## src/rtl/wb_pkg.sv

```systemverilog
// Shared constants for the writeback stage: source indices and load funct3 codes.
package wb_pkg;

    localparam int WB_SRC_ALU = 0;
    localparam int WB_SRC_MEM = 1;
    localparam int WB_SRC_PC4 = 2;
    localparam int WB_SRC_IMM = 3;

    localparam logic [2:0] LD_LB  = 3'b000;
    localparam logic [2:0] LD_LH  = 3'b001;
    localparam logic [2:0] LD_LW  = 3'b010;
    localparam logic [2:0] LD_LBU = 3'b100;
    localparam logic [2:0] LD_LHU = 3'b101;

endpackage

```

## src/rtl/load_extend.sv

```systemverilog
// Combinational sub-word load extraction (byte/half, signed/unsigned) with misalignment detect.
module load_extend
    import wb_pkg::*;
#(
    parameter int DATA_W = 32
) (
    input  logic [DATA_W-1:0] data,
    input  logic [2:0]        funct3,
    input  logic [1:0]        offset,
    output logic [DATA_W-1:0] ext_data,
    output logic              misalign
);

    logic [7:0]  byte_sel;
    logic [15:0] half_sel;

    assign byte_sel = data[{offset, 3'b000} +: 8];
    assign half_sel = offset[1] ? data[31:16] : data[15:0];

    always_comb begin
        ext_data = data;
        misalign = 1'b0;
        case (funct3)
            LD_LB:  ext_data = {{(DATA_W-8){byte_sel[7]}}, byte_sel};
            LD_LBU: ext_data = {{(DATA_W-8){1'b0}}, byte_sel};
            LD_LH: begin
                ext_data = {{(DATA_W-16){half_sel[15]}}, half_sel};
                misalign = offset[0];
            end
            LD_LHU: begin
                ext_data = {{(DATA_W-16){1'b0}}, half_sel};
                misalign = offset[0];
            end
            LD_LW:  misalign = (offset != 2'b00);
            default: ext_data = data;
        endcase
    end

endmodule

```

## src/rtl/writeback_stage.sv

```systemverilog
// Registered writeback stage: source select, optional load extension, retire counter, sticky errors.
// Optional feature macro: WB_LOAD_EXT_EN (sub-word load extraction on the memory source).
module writeback_stage
    import wb_pkg::*;
#(
    parameter int DATA_W     = 32,
    parameter int NUM_SRC    = 4,
    parameter int MEM_SRC    = WB_SRC_MEM,
    parameter int REG_ADDR_W = 5,
    parameter int CNT_W      = 32,
    parameter int SEL_W      = $clog2(NUM_SRC)
) (
    input  logic                      clk,
    input  logic                      reset,
    input  logic                      in_valid,
    output logic                      in_ready,
    input  logic                      stall,
    input  logic [SEL_W-1:0]          wb_sel,
    input  logic [NUM_SRC*DATA_W-1:0] src_data,
    input  logic [REG_ADDR_W-1:0]     rd_addr,
    input  logic                      reg_write,
    input  logic [2:0]                ld_funct3,
    input  logic [1:0]                ld_offset,
    output logic                      out_valid,
    output logic                      wb_we,
    output logic [REG_ADDR_W-1:0]     wb_rd,
    output logic [DATA_W-1:0]         wb_data,
    output logic [CNT_W-1:0]          retire_cnt,
    output logic                      sel_err,
    output logic                      align_err
);

    logic [DATA_W-1:0] sel_data;
    logic [DATA_W-1:0] wb_value;
    logic              sel_bad;
    logic              align_now;
    logic              reg_write_q;
    logic              accept;

    assign in_ready = ~stall;
    assign accept   = in_valid & ~stall;
    assign sel_bad  = (32'(wb_sel) >= 32'(NUM_SRC));

    // Out-of-range selects fall back to source 0.
    always_comb begin
        sel_data = src_data[DATA_W-1:0];
        for (int i = 1; i < NUM_SRC; i++)
            if (32'(wb_sel) == 32'(i))
                sel_data = src_data[i*DATA_W +: DATA_W];
    end

`ifdef WB_LOAD_EXT_EN
    logic [DATA_W-1:0] ld_data;
    logic              ld_misalign;
    logic              is_mem;

    assign is_mem = (32'(wb_sel) == 32'(MEM_SRC));

    load_extend #(.DATA_W(DATA_W)) u_load_extend (
        .data     (sel_data),
        .funct3   (ld_funct3),
        .offset   (ld_offset),
        .ext_data (ld_data),
        .misalign (ld_misalign)
    );

    assign wb_value  = is_mem ? ld_data : sel_data;
    assign align_now = is_mem & ld_misalign;
`else
    logic unused_ld;
    assign unused_ld = ^{ld_funct3, ld_offset};
    assign wb_value  = sel_data;
    assign align_now = 1'b0;
`endif

    always_ff @(posedge clk) begin
        if (reset) begin
            out_valid   <= 1'b0;
            reg_write_q <= 1'b0;
            wb_rd       <= '0;
            wb_data     <= '0;
            retire_cnt  <= '0;
            sel_err     <= 1'b0;
            align_err   <= 1'b0;
        end else if (!stall) begin
            out_valid <= in_valid;
            if (accept) begin
                wb_data     <= wb_value;
                wb_rd       <= rd_addr;
                reg_write_q <= reg_write;
                retire_cnt  <= retire_cnt + 1'b1;
                if (sel_bad)   sel_err   <= 1'b1;
                if (align_now) align_err <= 1'b1;
            end
        end
    end

    // Consumer must also gate with ~stall to avoid rewriting a held instruction.
    assign wb_we = out_valid & reg_write_q & (wb_rd != '0);

endmodule
```

## config.mk

```make
export PLATFORM = sky130hd
export DESIGN_NAME = writeback_stage
export DESIGN_NICKNAME = d
export VERILOG_FILES = /design/src/rtl/wb_pkg.sv /design/src/rtl/load_extend.sv /design/src/rtl/writeback_stage.sv
export SDC_FILE = /design/constraint.sdc
export NUM_CORES = 1
export LEC_CHECK = 0
export BUFFER_PORTS_ARGS = -buffer_cell sky130_fd_sc_hd__buf_4
export CAP_MARGIN = 20
export CORE_MARGIN = 1.5
export CORE_UTILIZATION = 41
export CTS_BUF_LIST = sky130_fd_sc_hd__clkbuf_8
export DETAILED_ROUTE_END_ITERATION = 6
export PLACE_DENSITY = 0.79
export SYNTH_ARGS = -nofsm -noshare
export SYNTH_HDL_FRONTEND = slang
export SYNTH_SLANG_ARGS = --single-unit
```

## constraint.sdc

```tcl
create_clock -name clk -period 2.2 [get_ports clk]
set_clock_uncertainty 0.1 [all_clocks]
set_input_delay 0.11 -clock clk [delete_from_list [all_inputs] [get_ports clk]]
set_output_delay 0.11 -clock clk [all_outputs]
set_load 0.02 [all_outputs]
```

* Word level (Yosys, flattened, before mapping)
Cells that the tools add are included.
** Storage, ports and cells
- Bits in registers :: 71
- Input port bits :: 145
- Output and inout port bits :: 74
- Logic and storage cells :: 18
** Cells by class
- Add/subtract/negate cells :: 1
- Eq/ne operators :: 3
- Muxes and demuxes :: 3
- Bitwise gates (word level) :: 4
- Reductions and logical operators :: 2
** Operators with widths (number)
- $mux 32 :: 3
- $add 32x1->32 const B :: 1
- $reduce_bool 5->1 :: 1
- $eq 2x2->1 const B :: 2
- $and 1x1->1 :: 3
- $eq 2x1->1 const B :: 1
- $reduce_and 2->1 :: 1
- $not 1->1 :: 1

* Depth between registers and ports, before layout
Gate-level depths: netlist of the first run.
- Depth in word-level cells :: 4
- Depth in mapped cells :: 7
- Mapped depth without buffers :: 5

* Worst setup path after synthesis of the first run
OpenSTA, ideal clock, no wires.
- Path kind :: flip-flop to flip-flop
- Start point :: register retire_cnt[0]
- End point :: register retire_cnt[28]
- Setup time :: 121 ps
- Data arrival time :: 2177 ps
- Data required time :: 1979 ps
- Path slack :: -198 ps
- Cell stages (with the launch flop) :: 7
- Path buffers :: 1
- Period minus slack after synthesis :: 2398 ps
- Cells stage by stage :: dfxtp_1 -> ha_1 -> nand4b_1 -> or4_1 -> buf_2 -> nor4_1 -> mux2_2
** Between the ends
- Longest elaborated chain between the ends :: 1
** RTL lines
- start, declared :: line writeback_stage.sv:28 : output logic [CNT_W-1:0] retire_cnt,
- start signal, assigned :: line writeback_stage.sv:91 : retire_cnt <= retire_cnt + 1'b1;
- $add 32x1->32 :: line writeback_stage.sv:91
Every way passes these cells.
A chain may end at the register's enable or synchronous reset.

* Worst setup path after layout of the first run
Same ends and word-level chain as after synthesis.

==> impl_metrics.tcl, run 1 <==
set metrics [dict create \
    status "completed" \
    antenna_found_initial 0 \
    io_buffer_count 211 \
    slew_viol_final 0 \
    synth_edf_count 0 \
    cts_buffers 9 \
    ys_warn_count 0 \
    cts_sinks 71 \
    drt_wl_total_um 11800 \
    cp.arrival_ns 2.29 \
    io_pins 219 \
    worst_r2r_endpoint "retire_cnt[28]" \
    final.period_utilization_pct 98.0 \
    finish.net_count 761 \
    routed_via_density 5.42 \
    grt_pass1_vias 4009 \
    postCtsSetupBuffers 0 \
    clk_latency_ns 0.34 \
    fp.coreArea_sq_um 8680 \
    max-vdd-ir-drop_mv 0.334 \
    dr.pass1.iters 4 \
    grt_pass1_wl_um 19100 \
    switching_share_pct 23.5 \
    max_freq_mhz 464 \
    synthTopCellsByArea "dfxtp_1, mux4_2, nand2_1, a21oi_1, or4_1" \
    synth_area_sq_um 3660 \
    worstRegToRegCells 6 \
    ys_seq_area_share_pct 38.8 \
    drt_iter0_markers 112 \
    p_int_uw 2450 \
    worst_setup_path_end_kind "flop" \
    die_area_sq_um 9500 \
    rsz0062_at_grt "true" \
    finalCriticalPeriod_ns 2.16 \
    fin_ws_ns 0.0434 \
    hp-start "stall" \
    cts.htree.levels 3 \
    synth-seq-cells 71 \
    die_h_um 97.5 \
    synth_flop_cell "dfxtp_1" \
    max_cap_viol_count 0 \
    drc 0 \
    setup_viol_count_final 0 \
    ant_nets 0 \
    powerDensity_nw_per_um2 552 \
    final_layout_size_suffix_gt1_share_pct 48.2 \
    grt_use_total_pct 24.8 \
    combPwrFrac_pct 18.2 \
    synth.distinct_cells 38 \
    cts_buffer_depth 2 \
    switchingPower_uw 753 \
    cp_max_fo 17 \
    whs_ns 0.0823 \
    cts_root_buf "clkbuf_8" \
    rows 34 \
    pwr-share-clk_pct 39.7 \
    yosysTopAreaCellShare_pct 38.8 \
    hold_path.class "in2reg" \
    hpwl_um 9010 \
    cp_data_required_time_ns 2.33 \
    async_flop_share_pct 0 \
    fillers 685 \
    initial_core_util_pct 42.2 \
    cts_tree "yes" \
    post-synth-top-area-cell "dfxtp_1" \
    rr_startpoint "retire_cnt[0]" \
    n_antenna_cell 0 \
    hold_viol_final 0 \
    gp_congestion 0.887 \
    worstSetupPathType "reg2reg" \
    area_growth_pct 58.6 \
    grt_max_degree 51 \
    rrSetupSlack_ns 0.04 \
    syn_area_per_cell_sq_um 9.22 \
    p_leak_uw 0.00245 \
    holdPathStages 4 \
    die_x_um 97.5 \
    cp-start-kind "flop" \
    path_clk_slew_ns 0.08 \
    tightest_slew_ns 0.529 \
    report.power.total_uw 3200 \
    max-slew-margin-rel_pct 64.6 \
    overflow 0 \
    p_seq_share_pct 42.1 \
    place_ws_ns 0.00477 \
    worstHoldEndpoint "wb_data[22]" \
    vias 3943 \
    wl_per_cell_um 16.3 \
    netlist_instances 397 \
]
==> registers in the layout (all words and copies together), names as in the netlist <==
name	flops
retire_cnt	32
wb_rd	5
out_valid	1
wb_data	32
reg_write_q	1
==> repair_timing <==
action | CTS | global route
hold buffers | 7 | 0
resized for setup | 2 | 6
pin swaps | 0 | 2
hold endpoints to repair | 7 | 0
endpoints found under the setup margin | 2 | 8
==> power groups by stage <==
stage                     Clock [uW]  Sequential [uW]  Combinational [uW]
after floorplan                    0             1430                 221
final                           1270             1350                 584
after CTS                       1290             1350                 586
after detailed placement           0             1380                 576
after global routing            1340             1350                 626
after global placement             0             1380                 564
==> synth_stat cells, types with 2 or more instances <==
library cell / count
nand2_1: 90
dfxtp_1: 71
a21oi_1: 56
mux4_2: 32
clkbuf_1: 21
nor2_1: 17
or4_1: 11
o31ai_1: 9
nand3_1: 8
xnor2_1: 8
inv_1: 7
nand4_1: 7
buf_2: 6
nor4_1: 6
o21ai_0: 6
or3_1: 6
mux2_2: 4
nor2b_1: 4
and4_1: 3
nor3_1: 3
xor2_1: 3
buf_1: 2
buf_4: 2
==> stage by stage <==
stage / TNS (ns) / util (%) / instances / instance area (sq um)
floorplan: 0 / - / 398 / 3700
global placement: 0 / 62.9 / 705 / 5460
detailed placement: 0 / 62.9 / 705 / 5460
CTS: 0 / 66.6 / 728 / 5780
global route: -0.00178 / 66.9 / 728 / 5810
finish: 0 / 66.9 / 728 / 5810
==> cells by family after synthesis <==
| family | synth area share, % |
|---|---|
| buffers and inverters | 4.62 |
| AND/OR/NAND/NOR | 21.7 |
| flip-flops | 38.8 |
| XOR/XNOR | 2.63 |
| multiplexers | 20.9 |
| adder cells (fa/ha/maj) | 0.342 |
| other | 0.102 |
| AO/OA/AOI/OAI | 10.8 |
==> worst max-delay path by stage <==
stage | depth (start not counted) | start | slack (ns) | end
detailed placement | 6 | retire_cnt[0] | 0.005 | retire_cnt[28]
CTS | 6 | retire_cnt[0] | 0.006 | retire_cnt[30]
finish | 6 | retire_cnt[0] | 0.04 | retire_cnt[28]
global placement | 6 | retire_cnt[0] | 0.05 | retire_cnt[28]
floorplan | 5 | retire_cnt[5] | 0.005 | retire_cnt[31]
global route | 6 | retire_cnt[0] | -0.002 | retire_cnt[22]
==> cell type report <==
cell class | count | area [sq um] | area share [%]
multi-input cells | 288 | 2130 | 36.7
repair buffers | 238 | 1840 | 31.6
flip-flops and latches | 71 | 1430 | 24.6
clock buffers | 10 | 138 | 2.37
well taps | 108 | 135 | 2.33
clock inverters | 6 | 108 | 1.85
inverters | 7 | 26.3 | 0.453
==> cell usage in the layout, fill, tap and decap left out, types with 6 or more instances in the layout <==
cell type and count:
dfxtp_1 68, nand3_1 8, dlygate4sd3_1 7, o31ai_1 9, clkbuf_8 10, xnor2_1 8
a21oi_1 55, inv_1 8, nor2_1 17, o21ai_0 6, mux4_2 32, nand2_1 90
or4_1 9, nand4_1 7, or3_1 6, buf_4 228
==> layer usage <==
layer | wire, um | vias up | GRT usage (%) | share of wire [%]
met2 | 6270 | 163 | 43.9 | 53
met4 | 499 | 0 | 12.7 | 4.2
met1 | 4450 | 1872 | 28.3 | 38
met5 | 0 | - | 0 | 0
li1 | - | 1869 | - | -
met3 | 627 | 39 | 4.75 | 5.3
==> worst max-delay path, stage by stage, from the launching register on <==
cell	delay (ns)
dfxtp_4	0.36
ha_4	0.14
nand4b_1	0.12
or4_4	0.51
buf_8	0.17
nor4_2	0.28
mux2_2	0.36
Note: power is estimated with default switching activity, not from simulation.
==> inputs of run 2 (changes only) <==
--- a/config.mk
+++ b/config.mk
@@ -8,3 +8,2 @@
 export BUFFER_PORTS_ARGS = -buffer_cell sky130_fd_sc_hd__buf_4
-export CAP_MARGIN = 20
 export CORE_MARGIN = 1.5
--- a/constraint.sdc
+++ b/constraint.sdc
@@ -4,2 +4,2 @@
 set_output_delay 0.11 -clock clk [all_outputs]
-set_load 0.02 [all_outputs]
+set_load 0.05 [all_outputs]
==> run 2 against run 1 <==
Net effect:
- maximum frequency grew 3.4%
- largest power group unchanged
- highest routed layer unchanged
- critical path depth decreased by 1
- die area unchanged
- worst setup slack improved by 0.071 ns
- combinational power is 16% higher
- first-iteration DRC count is 13% higher
- register-to-register slack better by 0.07 ns
- cell area shrank 2.3%
- critical endpoint is now retire_cnt[25]
==> impl_metrics.tcl, run 2 (same netlist as run 1, synthesis figures left out) <==
set metrics [dict create \
    cts.htree.levels 3 \
    rows 34 \
    cp-start-kind "flop" \
    max_cap_viol_count 0 \
    wl_per_cell_um 16.2 \
    critPathMaxStageDelay_ns 0.58 \
    finish.net_count 754 \
    grt_pass1_vias 3882 \
    slowest_stage "or4_4" \
    fin_area_sq_um 5670 \
    drt_iter0_markers 126 \
    worst_r2r_endpoint "retire_cnt[25]" \
    hold_path.class "in2reg" \
    grt_use_total_pct 24.9 \
    final_common_cell "buf_4" \
    rr_startpoint "retire_cnt[7]" \
    clk_latency_ns 0.34 \
    path_cells "nand4_2 > buf_4 > or4_4 > or4_1 > a21oi_1" \
    cts_buffer_depth 2 \
    hold_viol_final 0 \
    cp_data_required_time_ns 2.37 \
    holdPathStages 5 \
    io_buffer_count 211 \
    worst_setup_path_end_kind "flop" \
    powerDensity_nw_per_um2 529 \
    max-vdd-ir-drop_mv 0.261 \
    die_area_sq_um 9500 \
    cts_buffers 9 \
    overflow 0 \
    place_area_sq_um 5410 \
    routed_via_density 5.36 \
    initial_core_util_pct 42.2 \
    cts_tree "yes" \
    max-slew-margin-rel_pct 61.5 \
    top_regs "retire_cnt x32, wb_data x32, wb_rd x5" \
    startpoint "retire_cnt[7]" \
    hp-start "stall" \
    area_growth_pct 55.0 \
    max_freq_mhz 480 \
    grt_max_degree 50 \
    rsz0062_at_grt "false" \
    p_leak_uw 0.00238 \
    cts_root_buf "clkbuf_8" \
    worstSetupPathType "reg2reg" \
    setup_viol_count_final 0 \
    die_h_um 97.5 \
    drc 0 \
    n_antenna_cell 0 \
    cp.arrival_ns 2.26 \
    cp_max_fo 11 \
    antenna_found_initial 0 \
    final_layout_size_suffix_gt1_share_pct 48.8 \
    io_pins 219 \
    drt_wl_total_um 11700 \
    worstRegToRegCells 5 \
    hpwl_um 8990 \
    vias 3864 \
    dr.pass1.iters 4 \
    final.period_utilization_pct 94.8 \
    final_cell_mix "buf_4, nand2_1, dfxtp_1" \
    cts_sinks 71 \
    grt_pass1_wl_um 19000 \
    setup_tns_ns 0 \
    fp.coreArea_sq_um 8680 \
    gp_congestion 0.809 \
    worstHoldEndpoint "retire_cnt[2]" \
    path_clk_slew_ns 0.08 \
    die_x_um 97.5 \
    finalCriticalPeriod_ns 2.09 \
    slew_viol_final 0 \
    ant_nets 0 \
    fillers 714 \
    rrSetupSlack_ns 0.11 \
    tightest_slew_ns 0.578 \
    status "completed" \
]
[run 2: cell count changes in the layout (fill, tap and decap cells not counted), moves of 2 or more]
cell       before  now
dfxtp_1        68   57
dfxtp_2         1    9
buf_4         228  223
clkinv_2        0    3
dfxtp_4         2    5
bufinv_16       3    1
[run 2: repair_timing]
item | 4_1_cts | 5_1_grt
buffers inserted | 0 | 0
gates resized for setup | 0 | 2
endpoints found under the hold margin | 7 | 0
hold buffers | 7 | 0
setup endpoints to repair | 0 | 9
[run 2: metrics by stage]
step                      cells  hold slack, ns  utilization (%)  setup slack (ns)  total power [uW]
after floorplan             398           0.146                -            0.0129              1740
after global placement      698           0.262             62.4            0.0801              2020
after detailed placement    698           0.267             62.4            0.0311              2040
after CTS                   721          0.0756             65.3            0.0159              3020
after global routing        721           0.112             65.4            0.0328              3110
final                       721          0.0888             65.4             0.115              3000
[run 2: layer usage]
layer / up-vias / track usage (%) / share of wire (%)
met3: 39 / 5.97 / 6.1
met4: 0 / 12.0 / 4.0
met2: 161 / 44.3 / 53
li1: 1859 / - / -
met5: - / 0 / 0
met1: 1805 / 27.7 / 37
[run 2: area by class of cell]
type | count | area (sq um) | share of cell area [%]
Clock inverter | 7 | 56.3 | 0.993
Sequential cell | 71 | 1450 | 25.6
Tap cell | 108 | 135 | 2.38
Inverter | 7 | 26.3 | 0.463
Multi-Input combinational cell | 288 | 2120 | 37.3
Clock buffer | 9 | 124 | 2.18
Timing Repair Buffer | 231 | 1760 | 31.1
[run 2: power breakdown]
group	total, uW	switching, uW	leakage, uW	internal, uW
Clock	981	475	0.000103	506
Combinational	675	335	0.00169	340
Sequential	1340	23.8	0.000585	1320
[run 2: worst max path at each step]
stage                endpoint  slack (ns)  depth (start not counted)
6_report       retire_cnt[25]        0.11                          5
5_1_grt        retire_cnt[23]        0.03                          5
4_1_cts        retire_cnt[30]        0.02                          5
3_5_place_dp   retire_cnt[30]        0.03                          5
3_3_place_gp   retire_cnt[28]        0.08                          5
2_1_floorplan  retire_cnt[31]        0.01                          5
[run 2: critical path: cells and delay by family, from the launching register on]
kind | cells | cell delay, ns
AO/OA/AOI/OAI | 1 | 0.16
flip-flops | 1 | 0.37
buffers and inverters | 1 | 0.17
AND/OR/NAND/NOR | 3 | 1.21
